<file path="src/rtl/dm_wb_cache_pkg.sv">
// Shared types and line geometry for the direct-mapped write-back cache.
package dm_wb_cache_pkg;

   typedef enum logic [1:0] {
      IDLE,
      CHECK,
      WB,
      LD
   } state_e;

   localparam int LINE_BITS      = 256;
   localparam int OFFSET_BITS    = 5;
   localparam int WORDS_PER_LINE = 8;

endpackage

</file>
<file path="src/rtl/dm_wb_cache_merge.sv">
// Byte-masked merge of one 32-bit word into a 256-bit cache line at a word index.
module dm_wb_cache_merge
   import dm_wb_cache_pkg::*;
(
   input  logic [LINE_BITS-1:0] line_i,
   input  logic [31:0]          word_i,
   input  logic [3:0]           wmask_i,
   input  logic [2:0]           wordIdx_i,
   output logic [LINE_BITS-1:0] line_o
);

   always_comb begin
      line_o = line_i;
      for (int b = 0; b < 4; b++) begin
         if (wmask_i[b]) begin
            line_o[int'(wordIdx_i) * 32 + b * 8 +: 8] = word_i[b * 8 +: 8];
         end
      end
   end

endmodule

</file>
<file path="src/rtl/dm_wb_cache.sv">
// Direct-mapped write-back write-allocate cache between a 32-bit core port and a 256-bit line port.
// Defining DM_WB_CACHE_PERF_EN adds the hit_count and miss_count outputs.
module dm_wb_cache #(
   parameter int NUM_SETS = 16
) (
   input  logic         clk,
   input  logic         rst,
   input  logic [31:0]  ufp_addr,
   input  logic [3:0]   ufp_rmask,
   input  logic [3:0]   ufp_wmask,
   input  logic [31:0]  ufp_wdata,
   output logic [31:0]  ufp_rdata,
   output logic         ufp_resp,
   output logic [31:0]  dfp_addr,
   output logic         dfp_read,
   output logic         dfp_write,
   output logic [255:0] dfp_wdata,
   input  logic [255:0] dfp_rdata,
   input  logic         dfp_resp
`ifdef DM_WB_CACHE_PERF_EN
   ,
   output logic [31:0]  hit_count,
   output logic [31:0]  miss_count
`endif
);

   import dm_wb_cache_pkg::*;

   localparam int IDX      = $clog2(NUM_SETS);
   localparam int TAG_BITS = 32 - OFFSET_BITS - IDX;

   state_e state_q, state_d;

   logic [LINE_BITS-1:0] data_q [NUM_SETS];
   logic [TAG_BITS-1:0]  tag_q  [NUM_SETS];
   logic [NUM_SETS-1:0]  valid_q;
   logic [NUM_SETS-1:0]  dirty_q;

   logic [IDX-1:0]       idx;
   logic [TAG_BITS-1:0]  reqTag;
   logic [2:0]           wordSel;
   logic                 hit;
   logic                 isWrite;
   logic [LINE_BITS-1:0] curLine;
   logic [LINE_BITS-1:0] mergedLine;
   logic                 unusedByteOffset;

   assign idx              = ufp_addr[OFFSET_BITS+IDX-1:OFFSET_BITS];
   assign reqTag           = ufp_addr[31:OFFSET_BITS+IDX];
   assign wordSel          = ufp_addr[4:2];
   assign unusedByteOffset = ^ufp_addr[1:0];
   assign isWrite          = |ufp_wmask;
   assign curLine          = data_q[idx];
   assign hit              = valid_q[idx] && (tag_q[idx] == reqTag);
   assign ufp_rdata        = curLine[{wordSel, 5'b0} +: 32];
   assign dfp_wdata        = curLine;

   dm_wb_cache_merge u_merge (
      .line_i    (curLine),
      .word_i    (ufp_wdata),
      .wmask_i   (ufp_wmask),
      .wordIdx_i (wordSel),
      .line_o    (mergedLine)
   );

   always_ff @(posedge clk) begin
      if (rst) state_q <= IDLE;
      else     state_q <= state_d;
   end

   always_comb begin
      state_d   = state_q;
      ufp_resp  = 1'b0;
      dfp_read  = 1'b0;
      dfp_write = 1'b0;
      dfp_addr  = {ufp_addr[31:OFFSET_BITS], {OFFSET_BITS{1'b0}}};
      unique case (state_q)
         IDLE: begin
            if ((|ufp_rmask) || isWrite) state_d = CHECK;
         end
         CHECK: begin
            if (hit) begin
               ufp_resp = 1'b1;
               state_d  = IDLE;
            end else if (valid_q[idx] && dirty_q[idx]) begin
               state_d = WB;
            end else begin
               state_d = LD;
            end
         end
         WB: begin
            dfp_write = 1'b1;
            dfp_addr  = {tag_q[idx], idx, {OFFSET_BITS{1'b0}}};
            if (dfp_resp) state_d = LD;
         end
         LD: begin
            dfp_read = 1'b1;
            if (dfp_resp) state_d = CHECK;
         end
         default: state_d = IDLE;
      endcase
      // A stale WB/LD state must not leak a request while reset is asserted.
      if (rst) begin
         ufp_resp  = 1'b0;
         dfp_read  = 1'b0;
         dfp_write = 1'b0;
      end
   end

   always_ff @(posedge clk) begin
      if (!rst) begin
         if (state_q == LD && dfp_resp) begin
            data_q[idx] <= dfp_rdata;
            tag_q[idx]  <= reqTag;
         end else if (state_q == CHECK && hit && isWrite) begin
            data_q[idx] <= mergedLine;
         end
      end
   end

   always_ff @(posedge clk) begin
      if (rst) begin
         valid_q <= '0;
         dirty_q <= '0;
      end else begin
         if (state_q == LD && dfp_resp) begin
            valid_q[idx] <= 1'b1;
            dirty_q[idx] <= 1'b0;
         end else if (state_q == WB && dfp_resp) begin
            dirty_q[idx] <= 1'b0;
         end else if (state_q == CHECK && hit && isWrite) begin
            dirty_q[idx] <= 1'b1;
         end
      end
   end

`ifdef DM_WB_CACHE_PERF_EN
   logic        fromLd_q;
   logic [31:0] hitCount_q;
   logic [31:0] missCount_q;

   // The CHECK that follows a refill always hits and is not a real hit.
   always_ff @(posedge clk) begin
      if (rst) begin
         fromLd_q    <= 1'b0;
         hitCount_q  <= '0;
         missCount_q <= '0;
      end else begin
         fromLd_q <= (state_q == LD) && dfp_resp;
         if (state_q == CHECK) begin
            if (hit && !fromLd_q) hitCount_q  <= hitCount_q + 32'd1;
            else if (!hit)        missCount_q <= missCount_q + 32'd1;
         end
      end
   end

   assign hit_count  = hitCount_q;
   assign miss_count = missCount_q;
`endif

endmodule

</file>
<file path="config.mk">
export PLATFORM = sky130hd
export DESIGN_NAME = dm_wb_cache
export DESIGN_NICKNAME = d
export VERILOG_FILES = /design/src/rtl/dm_wb_cache_pkg.sv /design/src/rtl/dm_wb_cache_merge.sv /design/src/rtl/dm_wb_cache.sv
export SDC_FILE = /design/constraint.sdc
export NUM_CORES = 2
export LEC_CHECK = 0
export CAP_MARGIN = 20
export CORE_ASPECT_RATIO = 2
export CORE_MARGIN = 10
export CORE_UTILIZATION = 47
export CTS_CLUSTER_SIZE = 14
export DETAILED_ROUTE_END_ITERATION = 6
export PLACE_DENSITY = 0.75
export RECOVER_POWER = 50
export SETUP_SLACK_MARGIN = 0.2
export SYNTH_ARGS = -nofsm -noshare
export SYNTH_HDL_FRONTEND = slang
export SYNTH_MEMORY_MAX_BITS = 65536
export SYNTH_SLANG_ARGS = --single-unit
</file>
<file path="constraint.sdc">
create_clock -name clk -period 22.8 [get_ports clk]
set_input_delay 4.56 -clock clk [delete_from_list [all_inputs] [get_ports clk]]
set_output_delay 4.56 -clock clk [all_outputs]
set_load 0.1 [all_outputs]
</file>
==> impl_metrics.tcl <==
set metrics [dict create \
    status "complete, but fails checks" \
    violations "capacitance limit, slew limit" \
    ant_nets 0 \
    post_route_cells_drive_above_1_share_pct 25.6 \
    cts.hold.buffers_added 0 \
    cts-root-buf "clkbuf_16" \
    grt_pass1_vias 91800 \
    initial_core_util_pct 47.1 \
    worstMarginPinSlew_ns 4.32 \
    drt_pass1_iterations 7 \
    drt-wirelength-per-cell_um 40.9 \
    globalplace.congestion 0.942 \
    grt_max_degree 169 \
    hold_viol_final 0 \
    synthTopCellsByCount "edfxtp_1, mux4_2, nand2_1, o21ai_0, clkbuf_1" \
    overflow 0 \
    num-nets-final 9151 \
    clock_sinks 4498 \
    power_leakage_nw 63.9 \
    core-area_mm2 0.382 \
    synth_edf_count 4464 \
    fin_tns_setup_ns 0 \
    ys_seq_area_share_pct 74.9 \
    rr_worst_depth 12 \
    yosysMostFrequentCell "edfxtp_1" \
    synth_top_area_share_pct 74.5 \
    antenna_found_initial 132 \
    rrSetupSlack_ns 12.28 \
    crit_path_start_kind "primary input" \
    yosysWarnings 0 \
    reg2reg_from "tag_q[8][15]" \
    crit_slowest_cell "clkbuf_1" \
    worstSetupPathType "in -> reg" \
    grt_usage_pct 27.7 \
    drcViolationCount 0 \
    path_cells "clkbuf_1 -> clkbuf_1 -> clkbuf_1 -> mux2i_1 -> a22oi_1 -> nand2_1 -> o211a_1 -> nand4b_2 -> nor4_1 -> nand4_1 -> clkbuf_1 -> a21oi_4 -> clkbuf_1 -> clkbuf_1 -> buf_4" \
    die_w_um 457 \
    max_stage_delay_ns 2.82 \
    cts_resized 0 \
    finClkSkew_ns 0.0862 \
    final.min_clock_period_ns 18.77 \
    postCtsSetupBuffers 0 \
    dp.final_hpwl_um 370000 \
    worstHoldPathCells 2 \
    wirelength_um 580000 \
    syn-mean-instance-area_um2 22.6 \
    clkSlewWorstSetupHoldPaths_ns 0.06 \
    rsz0062_at_grt "no" \
    synthCells 7949 \
    synthDistinctLibCells 75 \
    cts-buffers-inserted 394 \
    required_ns 23.35 \
    cts_buffer_depth 4 \
    die_height_um 895 \
    reg2reg_to "data_q[7][90]" \
    synthArstFlopShare_pct 0 \
    boundaryPins 654 \
    max_slew_margin_pct -188 \
    grt_pass1_wl_um 786000 \
    htree_levels 5 \
    drt-initial-drc-count 14800 \
    cts_tree "yes" \
    final-setup-viol-count 0 \
    finalCritPeriodShare_pct 82.3 \
    slew_violations 1328 \
    area_delta_synth_final_pct 14.1 \
    path_common_cell "clkbuf_1" \
    die_area_mm2 0.409 \
    critPathArrivalTime_ns 19.33 \
    cellPowerDensity_mw_per_mm2 84.6 \
    cap_violations 42 \
    port_buffers 646 \
    cp-end-kind "flip-flop" \
    route.vias.total 94800 \
    synth_ff_type "edfxtp_1" \
    ys_seq_elements 4498 \
    clock_latency_ns 0.99 \
    num_rows 321 \
    p_total_w 0.0174 \
    path_max_fanout 57 \
    via_per_inst 6.69 \
    clock.fmax_mhz 53.3 \
    peakVddDrop_uv 73.1 \
    synth_area_leader_cell "edfxtp_1" \
    syn_area_mm2 0.180 \
    yosys-top-cells-area "edfxtp_1, mux4_2, mux2_4, nand2_1, o21ai_0" \
    hold_path.class "reg -> reg" \
]
-- logic make-up (layout without fill, tap and decap cells) --
| logic type | Yosys count | after routing | share of synthesized area [%] |
|---|---|---|---|
| DFF | 4498 | 4498 | 74.9 |
| AOI/OAI and AO/OA | 448 | 448 | 1.51 |
| muxes | 1794 | 1794 | 20.5 |
| and+or+nand+nor | 673 | 673 | 1.54 |
| xor gates and xnor gates | 14 | 14 | 0.0682 |
| adders and majority gates | 10 | 10 | 0.0696 |
| other | 1 | 126 | 0.00208 |
| buffers and inverters | 511 | 1608 | 1.45 |
-- worst max-delay path, delay by kind of cell --
kind,cells,cell delay (ns)
buffers and inverters,7,12.36
and+or+nand+nor,4,1.10
AOI/OAI and AO/OA,3,0.83
muxes,1,0.25
-- metrics by stage --
| step | instances | setup slack [ns] | utilization, % | instance area [µm²] | hold WS [ns] |
|---|---|---|---|---|---|
| CTS | 14000 | 7.31 | 53.8 | 205000 | 0.464 |
| finish | 14200 | 4.03 | 53.8 | 205000 | 0.463 |
| global placement | 13300 | 7.36 | 50.4 | 192000 | 0.436 |
| floorplan | 7953 | 2.85 | - | 180000 | 0.414 |
| detailed placement | 13400 | 7.32 | 50.8 | 194000 | 0.450 |
| global route | 14100 | 3.65 | 53.7 | 205000 | 0.487 |
-- registers in the layout, summed over array words and instances (netlist names), named ones only --
register	cells
tag_q	368
valid_q	16
state_q	2
data_q	4096
-- how the worst max path moves through the flow --
stage | from | to | slack (ns)
after floorplan | ufp_addr[5] | data_q[6][0] | 2.85
after global placement | ufp_addr[6] | ufp_rdata[20] | 7.36
after detailed placement | ufp_addr[6] | ufp_rdata[20] | 7.32
after CTS | ufp_addr[6] | ufp_rdata[20] | 7.31
after global routing | ufp_addr[8] | data_q[7][90] | 3.65
final | ufp_addr[8] | data_q[7][90] | 4.03
-- per-layer routing --
layer,track usage [%],vias to the layer above,share of wire (%)
li1,-,35500,-
met1,33.1,49700,31
met2,42.4,8065,46
met3,11.9,1387,16
met4,15.7,78,6.9
met5,0.0117,-,0.12
-- cell type report --
cell class | instances | area [µm²]
flip-flops and latches | 4498 | 135000
clock buffers | 492 | 10400
well taps | 5006 | 6260
diodes | 121 | 303
multi-input cells | 2944 | 42300
repair buffers | 920 | 9940
clock inverters | 144 | 1120
fillers | 28000 | 176000
inverters | 52 | 203
-- placed cells by master, fill, tap and decap left out, types with 34 or more instances in the layout --
cell / Yosys / layout
mux4_2: 1417 / 1417
clkinv_1: 1 / 72
o21ai_0: 259 / 256
mux2_4: 201 / 101
mux2_1: 41 / 153
nor2_1: 59 / 55
clkbuf_16: 0 / 400
inv_1: 49 / 47
mux2i_1: 91 / 91
edfxtp_1: 4464 / 4464
buf_12: 23 / 105
buf_4: 15 / 137
clkinv_2: 0 / 38
nand3_1: 39 / 39
clkdlybuf4s50_1: 0 / 602
dfxtp_1: 34 / 34
clkbuf_1: 210 / 115
a22o_1: 35 / 35
nand2_1: 514 / 513
diode_2: 0 / 121
-- power breakdown --
part           leakage, nW  switching [W]  internal (W)
logic                 17.9        0.00139      0.000585
registers             40.4     0.00000671       0.00911
clock network         5.61        0.00291       0.00335
total                 63.9        0.00431        0.0130
No activity file was read; power rests on OpenSTA's default activity.
